File: src/rtl/i2c_reg_ctrl_if.sv
// rtl/i2c_reg_ctrl_if.sv - I2C front-end strobes and register-file bus for i2c_reg_ctrl
// master: the controller's view; slave: the front-end/register-file side.
interface i2c_reg_ctrl_if #(
  parameter int ADDR_W = 4
);
  logic [7:0]        i2c_addr_rw;
  logic              i2c_addr_rw_valid_stb;
  logic [7:0]        i2c_data_rx;
  logic              i2c_data_rx_valid_stb;
  logic [7:0]        i2c_data_tx;
  logic              i2c_data_tx_loaded_stb;
  logic              i2c_error_stb;
  logic              stall;
  logic [ADDR_W-1:0] reg_addr;
  logic [7:0]        reg_wdata;
  logic              reg_wr_stb;
  logic              reg_rd_req;
  logic              reg_rd_ack;
  logic [7:0]        reg_rdata;
  logic [7:0]        err_cnt;
  logic [2:0]        debug_state;

  modport master (
    input  i2c_addr_rw, i2c_addr_rw_valid_stb, i2c_data_rx, i2c_data_rx_valid_stb,
    input  i2c_data_tx_loaded_stb, i2c_error_stb, reg_rd_ack, reg_rdata,
    output i2c_data_tx, stall, reg_addr, reg_wdata, reg_wr_stb, reg_rd_req,
    output err_cnt, debug_state
  );

  modport slave (
    output i2c_addr_rw, i2c_addr_rw_valid_stb, i2c_data_rx, i2c_data_rx_valid_stb,
    output i2c_data_tx_loaded_stb, i2c_error_stb, reg_rd_ack, reg_rdata,
    input  i2c_data_tx, stall, reg_addr, reg_wdata, reg_wr_stb, reg_rd_req,
    input  err_cnt, debug_state
  );
endinterface

File: src/rtl/i2c_reg_ctrl.sv
// rtl/i2c_reg_ctrl.sv - pointer-protocol register access controller behind an I2C target
// Optional pointer auto-increment: I2C_REG_CTRL_AUTOINC_EN.
module i2c_reg_ctrl #(
  parameter logic [6:0] I2C_ADDRESS = 7'h42,
  parameter int         ADDR_W      = 4
) (
  input  logic              clk,
  input  logic              rst,
  i2c_reg_ctrl_if.master    bus
);

`ifdef I2C_REG_CTRL_AUTOINC_EN
  localparam logic [ADDR_W-1:0] PTR_STEP = ADDR_W'(1);
`else
  localparam logic [ADDR_W-1:0] PTR_STEP = '0;
`endif

  typedef enum logic [2:0] {
    IDLE   = 3'd0,
    WPTR   = 3'd1,
    WDATA  = 3'd2,
    RFETCH = 3'd3,
    RREADY = 3'd4
  } state_t;

  state_t            state, state_d;
  logic [ADDR_W-1:0] ptr, ptr_d;
  logic [ADDR_W-1:0] addr_d;
  logic [7:0]        tx_d, wdata_d, err_d;
  logic              wr_d, fetch_d;

  always_comb begin
    state_d = state;
    ptr_d   = ptr;
    tx_d    = bus.i2c_data_tx;
    wdata_d = bus.reg_wdata;
    err_d   = bus.err_cnt;
    wr_d    = 1'b0;

    if (bus.i2c_error_stb) begin
      state_d = IDLE;
      if (bus.err_cnt != 8'hFF) err_d = bus.err_cnt + 8'd1;
    end else if (bus.i2c_addr_rw_valid_stb) begin
      if (bus.i2c_addr_rw[7:1] != I2C_ADDRESS) state_d = IDLE;
      else if (bus.i2c_addr_rw[0])             state_d = RFETCH;
      else                                     state_d = WPTR;
    end else begin
      unique case (state)
        WPTR: if (bus.i2c_data_rx_valid_stb) begin
          ptr_d   = bus.i2c_data_rx[ADDR_W-1:0];
          state_d = WDATA;
        end
        WDATA: if (bus.i2c_data_rx_valid_stb) begin
          wr_d    = 1'b1;
          wdata_d = bus.i2c_data_rx;
          ptr_d   = ptr + PTR_STEP;
        end
        RFETCH: if (bus.reg_rd_ack && bus.reg_rd_req) begin
          tx_d    = bus.reg_rdata;
          state_d = RREADY;
        end
        RREADY: if (bus.i2c_data_tx_loaded_stb) begin
          ptr_d   = ptr + PTR_STEP;
          state_d = RFETCH;
        end
        default: ;
      endcase
    end

    // A write strobe must present the pre-increment pointer alongside its data.
    addr_d  = wr_d ? ptr : ptr_d;
    fetch_d = (state_d == RFETCH);
  end

  always_ff @(posedge clk) begin
    if (rst) begin
      state           <= IDLE;
      ptr             <= '0;
      bus.i2c_data_tx <= 8'h00;
      bus.stall       <= 1'b0;
      bus.reg_addr    <= '0;
      bus.reg_wdata   <= 8'h00;
      bus.reg_wr_stb  <= 1'b0;
      bus.reg_rd_req  <= 1'b0;
      bus.err_cnt     <= 8'h00;
    end else begin
      state           <= state_d;
      ptr             <= ptr_d;
      bus.i2c_data_tx <= tx_d;
      bus.stall       <= fetch_d;
      bus.reg_addr    <= addr_d;
      bus.reg_wdata   <= wdata_d;
      bus.reg_wr_stb  <= wr_d;
      bus.reg_rd_req  <= fetch_d;
      bus.err_cnt     <= err_d;
    end
  end

  assign bus.debug_state = state;

endmodule

File: src/flat_wrapper.sv
// flat-port wrapper written by rule: the top's interface ports become plain ports
module i2c_reg_ctrl_flat 
#(
  parameter logic [6:0] I2C_ADDRESS = 7'h42,
  parameter int         ADDR_W      = 4
)
  (clk, rst, bus_i2c_addr_rw, bus_i2c_addr_rw_valid_stb, bus_i2c_data_rx, bus_i2c_data_rx_valid_stb, bus_i2c_data_tx_loaded_stb, bus_i2c_error_stb, bus_reg_rd_ack, bus_reg_rdata, bus_i2c_data_tx, bus_stall, bus_reg_addr, bus_reg_wdata, bus_reg_wr_stb, bus_reg_rd_req, bus_err_cnt, bus_debug_state);
  i2c_reg_ctrl_if #(.ADDR_W(ADDR_W)) bus_i ();
  input  logic clk;
  input  logic rst;
  input wire logic [$bits(bus_i.i2c_addr_rw)-1:0] bus_i2c_addr_rw;
  input wire logic [$bits(bus_i.i2c_addr_rw_valid_stb)-1:0] bus_i2c_addr_rw_valid_stb;
  input wire logic [$bits(bus_i.i2c_data_rx)-1:0] bus_i2c_data_rx;
  input wire logic [$bits(bus_i.i2c_data_rx_valid_stb)-1:0] bus_i2c_data_rx_valid_stb;
  input wire logic [$bits(bus_i.i2c_data_tx_loaded_stb)-1:0] bus_i2c_data_tx_loaded_stb;
  input wire logic [$bits(bus_i.i2c_error_stb)-1:0] bus_i2c_error_stb;
  input wire logic [$bits(bus_i.reg_rd_ack)-1:0] bus_reg_rd_ack;
  input wire logic [$bits(bus_i.reg_rdata)-1:0] bus_reg_rdata;
  output wire logic [$bits(bus_i.i2c_data_tx)-1:0] bus_i2c_data_tx;
  output wire logic [$bits(bus_i.stall)-1:0] bus_stall;
  output wire logic [$bits(bus_i.reg_addr)-1:0] bus_reg_addr;
  output wire logic [$bits(bus_i.reg_wdata)-1:0] bus_reg_wdata;
  output wire logic [$bits(bus_i.reg_wr_stb)-1:0] bus_reg_wr_stb;
  output wire logic [$bits(bus_i.reg_rd_req)-1:0] bus_reg_rd_req;
  output wire logic [$bits(bus_i.err_cnt)-1:0] bus_err_cnt;
  output wire logic [$bits(bus_i.debug_state)-1:0] bus_debug_state;
  assign bus_i.i2c_addr_rw = bus_i2c_addr_rw;
  assign bus_i.i2c_addr_rw_valid_stb = bus_i2c_addr_rw_valid_stb;
  assign bus_i.i2c_data_rx = bus_i2c_data_rx;
  assign bus_i.i2c_data_rx_valid_stb = bus_i2c_data_rx_valid_stb;
  assign bus_i.i2c_data_tx_loaded_stb = bus_i2c_data_tx_loaded_stb;
  assign bus_i.i2c_error_stb = bus_i2c_error_stb;
  assign bus_i.reg_rd_ack = bus_reg_rd_ack;
  assign bus_i.reg_rdata = bus_reg_rdata;
  assign bus_i2c_data_tx = bus_i.i2c_data_tx;
  assign bus_stall = bus_i.stall;
  assign bus_reg_addr = bus_i.reg_addr;
  assign bus_reg_wdata = bus_i.reg_wdata;
  assign bus_reg_wr_stb = bus_i.reg_wr_stb;
  assign bus_reg_rd_req = bus_i.reg_rd_req;
  assign bus_err_cnt = bus_i.err_cnt;
  assign bus_debug_state = bus_i.debug_state;
  i2c_reg_ctrl #(.I2C_ADDRESS(I2C_ADDRESS), .ADDR_W(ADDR_W)) u_core (.clk(clk), .rst(rst), .bus(bus_i));
endmodule
File: config.mk
export PLATFORM = sky130hd
export DESIGN_NAME = i2c_reg_ctrl_flat
export DESIGN_NICKNAME = d
export VERILOG_FILES = /design/src/rtl/i2c_reg_ctrl_if.sv /design/src/rtl/i2c_reg_ctrl.sv /design/src/flat_wrapper.sv
export SDC_FILE = /design/constraint.sdc
export NUM_CORES = 1
export LEC_CHECK = 0
export ABC_AREA = 1
export ABC_CLOCK_PERIOD_IN_PS = 1200
export BUFFER_PORTS_ARGS = -buffer_cell sky130_fd_sc_hd__clkbuf_2
export CAP_MARGIN = 20
export CORE_UTILIZATION = 25
export DETAILED_ROUTE_END_ITERATION = 8
export PLACE_DENSITY_LB_ADDON = 0.25
export REMOVE_ABC_BUFFERS = 1
export SLEW_MARGIN = 30
export SYNTH_ARGS = -nofsm -noshare
export SYNTH_HDL_FRONTEND = slang
export SYNTH_SLANG_ARGS = --single-unit
export TNS_END_PERCENT = 20
File: constraint.sdc
create_clock -name clk -period 1.2 [get_ports clk]
set_input_delay 0.06 -clock clk [delete_from_list [all_inputs] [get_ports clk]]
set_output_delay 0.06 -clock clk [all_outputs]
set_load 0.05 [all_outputs]
==> impl_metrics.json, run 1 <==
{
  "fin_skew_ps": 7.790,
  "tightest_slew_ps": 308.8,
  "coreArea_um2": 6350,
  "pwr-share-comb_pct": 10.6,
  "synth_cells": 220,
  "grt_setup_unrepaired": "yes",
  "swShare_pct": 26.17,
  "ios": 65,
  "hold_path_class": "primary input to register",
  "cts_max_level": 2,
  "p_seq_share_pct": 51.2,
  "clock_tree.root_cell": "clkbuf_8",
  "cp_max_fo": 16,
  "placed_cell_area_um2": 2168,
  "drc_errors": 0,
  "cp_slowest_stage_delay_ps": 390,
  "startpoint_type": "register",
  "synth_area_leaders": "dfxtp_1, inv_1, a21oi_1",
  "clock_power_share_pct": 38.3,
  "crit_end": "u_core.bus.i2c_data_tx[0]",
  "worstSkewPairLatency_ps": 290,
  "r2r-end": "u_core.bus.i2c_data_tx[0]",
  "drtAntennaViolNets": 0,
  "routabilityCongestion": 0.8606,
  "grt_pass1_vias": 1386,
  "via_count": 1647,
  "antenna_cells": 0,
  "yosysWarnings": 0,
  "crit_path_end_kind": "register",
  "switchingPower_mw": 0.6394,
  "dp_hpwl_um": 2905,
  "syn_area_um2": 1639,
  "numCtsBuffers": 5,
  "avgSynthCellArea_um2": 7.450,
  "post-place-ws_ps": -75.95,
  "cp_data_required_time_ps": 1380,
  "overflow": 0,
  "drive_above_1_share_pct": 42.30,
  "crit_path_start": "u_core.bus.debug_state[1]",
  "p_int_mw": 1.804,
  "synth.yosys.seq_area_share_pct": 45.19,
  "antenna_found_initial": 0,
  "drtIter0Drc": 59,
  "tritoncts": "done",
  "post-synth-top-count-cell": "inv_1",
  "path_cells": "nand2_1 -> nor2_2 -> nand3_2 -> buf_12 -> o21ai_0 -> a21oi_1",
  "r2r-start": "u_core.bus.debug_state[1]",
  "ys.flop_type": "dfxtp_1",
  "max_freq_ghz": 0.8652,
  "post-route-min-period_ps": 1156,
  "cp_num_buf_inv": 1,
  "finalCritPeriodShare_pct": 96.32,
  "synth_top_cell_area_share_pct": 45.19,
  "viasPerCell": 4.312,
  "yosysTopAreaCell": "dfxtp_1",
  "area_growth_pct": 46.41,
  "synth-seq-cells": 37,
  "grt_pass1_wl_um": 6389,
  "rows": 29,
  "final_area_um2": 2400,
  "slew_violations": 0,
  "finalHoldViolCount": 0,
  "crit_family": "flip-flops",
  "n_fill_cell": 678,
  "synth_edf_count": 0,
  "cap_violations": 0,
  "multi_input_area_um2": 809.5,
  "slowest_stage": "dfxtp_4",
  "postRouteWirelength_um": 4091,
  "status": "finished clean",
  "synthTopCellsByCount": "inv_1, dfxtp_1, nand2_1",
  "postCtsSetupRepairBufs": 0,
  "arrival_ps": 1340,
  "reg2reg_slack_ps": 40,
  "nets": 336,
  "p_per_area_nw_per_um2": 1018,
  "crit_cells": 6,
  "die_w_um": 82.97,
  "synth.distinct_cells": 26,
  "fp.dieH_um": 82.97,
  "wl_per_cell_um": 10.71,
  "clkSinkCount": 37,
  "postCtsHoldBufs": 0,
  "grt_use_total_pct": 11.44,
  "first_pass_iters": 4,
  "setup_viol": 0,
  "die-area_um2": 6884,
  "peakVddDrop_v": 0.0003780,
  "power.leakage_nw": 1.075,
  "worst_slack_ps": 44.18,
  "clkTransAtPathRegs_ps": 80,
  "initial_core_util_pct": 25.81,
  "port_buffers": 64,
  "rr_worst_depth": 6,
  "cts_buffer_depth": 2,
  "synthArstFlopShare_pct": 0,
  "grt_max_degree": 22,
  "final_cells": 382,
  "regArea_um2": 752.0,
  "maxSlewHeadroom_pct": 79.50,
  "crit_type": "register to register",
  "dp_cells": 373
}
## sequential cells by signal, summed over array words and instances (netlist names)
signal and flops:
u_core.bus.debug_state 3, u_core.bus.reg_addr 4, u_core.ptr 4, u_core.bus.reg_wdata 8, u_core.bus.stall 1, u_core.bus.reg_wr_stb 1, u_core.bus.err_cnt 8, u_core.bus.i2c_data_tx 8
## metal layers
layer	global-route usage [%]	part of all wire (%)	up-vias
met5	0	0	-
met2	17.14	47	36
met4	3.762	1.1	0
met3	3.380	4.6	5
met1	15.69	47	732
li1	-	-	874
## how the worst min path moves through the flow
stage               slack [ps]  cells after the start                   endpoint                from
finish                      30                      3    u_core.bus.reg_wdata[7]  bus_i2c_data_rx[7]
global route                20                      3  u_core.bus.i2c_data_tx[6]    bus_reg_rdata[6]
detailed placement         330                      3  u_core.bus.i2c_data_tx[6]    bus_reg_rdata[6]
floorplan                  130                      1      u_core.bus.err_cnt[3]                 rst
CTS                         20                      3    u_core.bus.reg_wdata[7]  bus_i2c_data_rx[7]
global placement           330                      3    u_core.bus.reg_wdata[7]  bus_i2c_data_rx[7]
## area by class of cell
cell class	count	area share (%)
sequential	37	31.33
multi-input combinational	134	33.73
clock buffer	6	3.441
clock inverter	2	0.5735
tap	77	4.015
timing repair buffer	84	20.13
inverter	42	6.778
## through the flow
| step | hold slack [ps] | power [mW] | utilization (%) | setup TNS, ps |
|---|---|---|---|---|
| global placement | 326.7 | 1.515 | 34.15 | -421.3 |
| finish | 34.60 | 2.443 | 37.79 | 0 |
| global route | 22.46 | 2.559 | 37.79 | -305.1 |
| floorplan | 129.1 | 1.396 | - | -13790 |
| CTS | 24.55 | 2.469 | 36.02 | 0 |
| detailed placement | 334.5 | 1.515 | 34.15 | -805.0 |
## worst reg2reg max path: cells and delay by family (launching register included)
kind,cells,cell delay (ps)
AO/OA/AOI/OAI,2,220
flip-flops,1,390
buffers and inverters,1,170
AND/OR/NAND/NOR,3,280
## cells in the final DEF (no fill, tap or decap), drive strengths merged
master | synthesis | layout
a211oi | 8 | 8
a21oi | 26 | 26
buf | 4 | 20
clkbuf | 4 | 70
clkinv | 0 | 2
dfxtp | 37 | 37
ha | 1 | 1
inv | 42 | 42
nand2 | 35 | 35
nand3 | 12 | 13
nand3b | 1 | 1
nand4 | 5 | 5
nor2 | 23 | 23
nor3 | 1 | 1
o21ai | 19 | 19
xnor2 | 1 | 1
xor2 | 1 | 1
## power groups by stage
stage / sequential (mW) / combinational (mW) / clock, mW
after CTS: 1.25 / 0.243 / 0.977
after detailed placement: 1.28 / 0.238 / 0
final: 1.25 / 0.258 / 0.935
after global routing: 1.25 / 0.286 / 1.02
after floorplan: 1.32 / 0.0746 / 0
after global placement: 1.28 / 0.238 / 0
## cells by family (layout without fill, tap and decap cells)
kind of cell             count (synthesis)  in the layout  share of synthesized area (%)
XOR/XNOR                                 2              2                          1.069
adder cells (fa/ha/maj)                  1              1                         0.7632
AO/OA/AOI/OAI                           53             53                          17.86
AND/OR/NAND/NOR                         77             78                          22.44
buffers and inverters                   50            134                          12.67
flip-flops                              37             37                          45.19
## repair_timing
| action | CTS | global route |
|---|---|---|
| setup endpoints to repair | 23 | 33 |
| pin swaps | 3 | 4 |
| gates cloned | 0 | 1 |
| gates resized for setup | 6 | 33 |
(Power assumes the default switching activity.)
==> inputs of run 2 (changes only) <==
--- a/config.mk
+++ b/config.mk
@@ -7,9 +7,10 @@
 export LEC_CHECK = 0
 export ABC_AREA = 1
 export ABC_CLOCK_PERIOD_IN_PS = 1200
-export BUFFER_PORTS_ARGS = -buffer_cell sky130_fd_sc_hd__clkbuf_2
+export BUFFER_PORTS_ARGS = -buffer_cell sky130_fd_sc_hd__buf_2
 export CAP_MARGIN = 20
 export CORE_UTILIZATION = 25
+export CTS_BUF_LIST = sky130_fd_sc_hd__clkbuf_4
 export DETAILED_ROUTE_END_ITERATION = 8
 export PLACE_DENSITY_LB_ADDON = 0.25
 export REMOVE_ABC_BUFFERS = 1
==> impl_metrics.json, run 2 (same netlist as run 1, synthesis figures left out) <==
{
  "cp_num_buf_inv": 2,
  "startpoint_type": "register",
  "rows": 29,
  "path_cells": "buf_4 -> buf_2",
  "post-route-min-period_ps": 1158,
  "p_int_mw": 1.588,
  "initial_core_util_pct": 25.81,
  "ios": 65,
  "port_buffers": 64,
  "slowest_stage": "dfxtp_4",
  "antenna_cells": 0,
  "drtIter0Drc": 53,
  "cts_buffer_depth": 2,
  "cp_slowest_stage_delay_ps": 400,
  "slew_violations": 0,
  "maxSlewHeadroom_pct": 81.73,
  "viasPerCell": 4.364,
  "cp_data_required_time_ps": 1140,
  "dp_hpwl_um": 2956,
  "power.leakage_nw": 1.098,
  "fin_skew_ps": 4.298,
  "nets": 342,
  "met1_usage_pct": 15.44,
  "setup_viol": 0,
  "fp.dieH_um": 82.97,
  "clkSinkCount": 37,
  "final_cell_mix": "buf_2, inv_1, dfxtp_1",
  "grt_pass1_vias": 1500,
  "first_pass_iters": 4,
  "status": "finished clean",
  "max_freq_ghz": 0.8635,
  "die-area_um2": 6884,
  "antenna_found_initial": 0,
  "numCtsBuffers": 5,
  "drive_above_1_share_pct": 40.00,
  "grt_pass1_wl_um": 6748,
  "crit_type": "register to output pin",
  "tritoncts": "done",
  "n_fill_cell": 687,
  "cp_max_fo": 6,
  "postRouteWirelength_um": 4052,
  "grt_setup_unrepaired": "yes",
  "final_area_um2": 2404,
  "peakVddDrop_v": 0.0004268,
  "p_total_mw": 2.144,
  "grt_util_met3_pct": 3.579,
  "drtAntennaViolNets": 0,
  "pwr-share-comb_pct": 12.9,
  "tns_ps": 0,
  "grt_busiest_layer": "met2",
  "clock_tree.root_cell": "clkbuf_4",
  "post-place-ws_ps": -66.86,
  "gr-usage-met2_pct": 19.30,
  "cts_max_level": 2,
  "area_growth_pct": 46.64,
  "cap_violations": 0,
  "finalCritPeriodShare_pct": 96.50,
  "hold_path_class": "primary input to register",
  "grt_max_degree": 22,
  "wl_per_cell_um": 10.47,
  "drc_errors": 0,
  "p_per_area_nw_per_um2": 892.1,
  "final_common_cell": "buf_2",
  "worst_slack_ps": 41.98,
  "clkTransAtPathRegs_ps": 110,
  "switchingPower_mw": 0.5568,
  "swShare_pct": 25.96,
  "placed_cell_area_um2": 2153,
  "overflow": 0,
  "crit_path_end_kind": "output pin",
  "tightest_slew_ps": 276.0,
  "crit_family": "flip-flops",
  "worstSkewPairLatency_ps": 330,
  "die_w_um": 82.97,
  "arrival_ps": 1100,
  "postCtsSetupRepairBufs": 0,
  "routabilityCongestion": 0.8690,
  "clock_power_share_pct": 29.0,
  "p_seq_share_pct": 58.1,
  "finalHoldViolCount": 0,
  "reg_top3": "u_core.bus.err_cnt x8, u_core.bus.i2c_data_tx x8, u_core.bus.reg_wdata x8",
  "via_count": 1689,
  "grt_use_total_pct": 12.01,
  "coreArea_um2": 6350
}
[run 2: worst paths after layout]
check | slack [ps] | from | cells past startpoint | end
hold / removal | 2 | bus_reg_rdata[5] | 3 | u_core.bus.i2c_data_tx[5]
setup / recovery | 40 | u_core.bus.debug_state[0] | 2 | bus_debug_state[0]
hold reg to reg | 450 | u_core.bus.i2c_data_tx[1] | 2 | u_core.bus.i2c_data_tx[1]
setup reg to reg | 60 | u_core.bus.err_cnt[0] | 8 | u_core.bus.err_cnt[1]
[run 2: final cells by class]
type / instances / area, um^2 / area share [%]
well taps: 77 / 96.34 / 4.008
clock inverters: 1 / 3.754 / 0.1562
flip-flops and latches: 37 / 754.5 / 31.39
clock buffers: 6 / 45.04 / 1.874
inverters: 42 / 165.2 / 6.871
repair buffers: 90 / 561.8 / 23.37
multi-input cells: 134 / 777.0 / 32.33
[run 2: per-stage QoR]
step                      utilization, %  instances  hold WS, ps
after global routing               37.85        387        3.756
final                              37.85        387        1.928
after detailed placement           33.91        371        337.8
after CTS                          36.39        386       0.6117
after global placement             33.91        371        326.0
after floorplan                        -        212        129.1
[run 2: repair_timing]
item | CTS | global route
endpoints found under the setup margin | 24 | 39
hold buffers | 8 | 0
pin swaps | 3 | 7
endpoints found under the hold margin | 8 | 0
gates cloned | 0 | 1
resized for setup | 9 | 34
[run 2: layer usage]
layer  vias up  share of wire [%]
met4         0               0.86
met2        43                 47
met5         -                  0
li1        886                  -
met1       755                 46
met3         5                5.8
[run 2: worst reg2reg max path, stage by stage (launching register included)]
cell and delay [ps]:
dfxtp_2 340, ha_2 180, nand2_2 60, inv_1 60, nand3_2 100, nand2_4 120, inv_6 50, nor2_1 80
nor2_1 50
[run 2: power by group through the flow]
| stage | clock (mW) | sequential, mW | combinational (mW) |
|---|---|---|---|
| 5_1_grt | 0.730 | 1.25 | 0.304 |
| 2_1_floorplan | 0 | 1.32 | 0.0746 |
| 6_report | 0.622 | 1.25 | 0.276 |
| 4_1_cts | 0.672 | 1.25 | 0.264 |
| 3_5_place_dp | 0 | 1.28 | 0.239 |
| 3_3_place_gp | 0 | 1.28 | 0.238 |
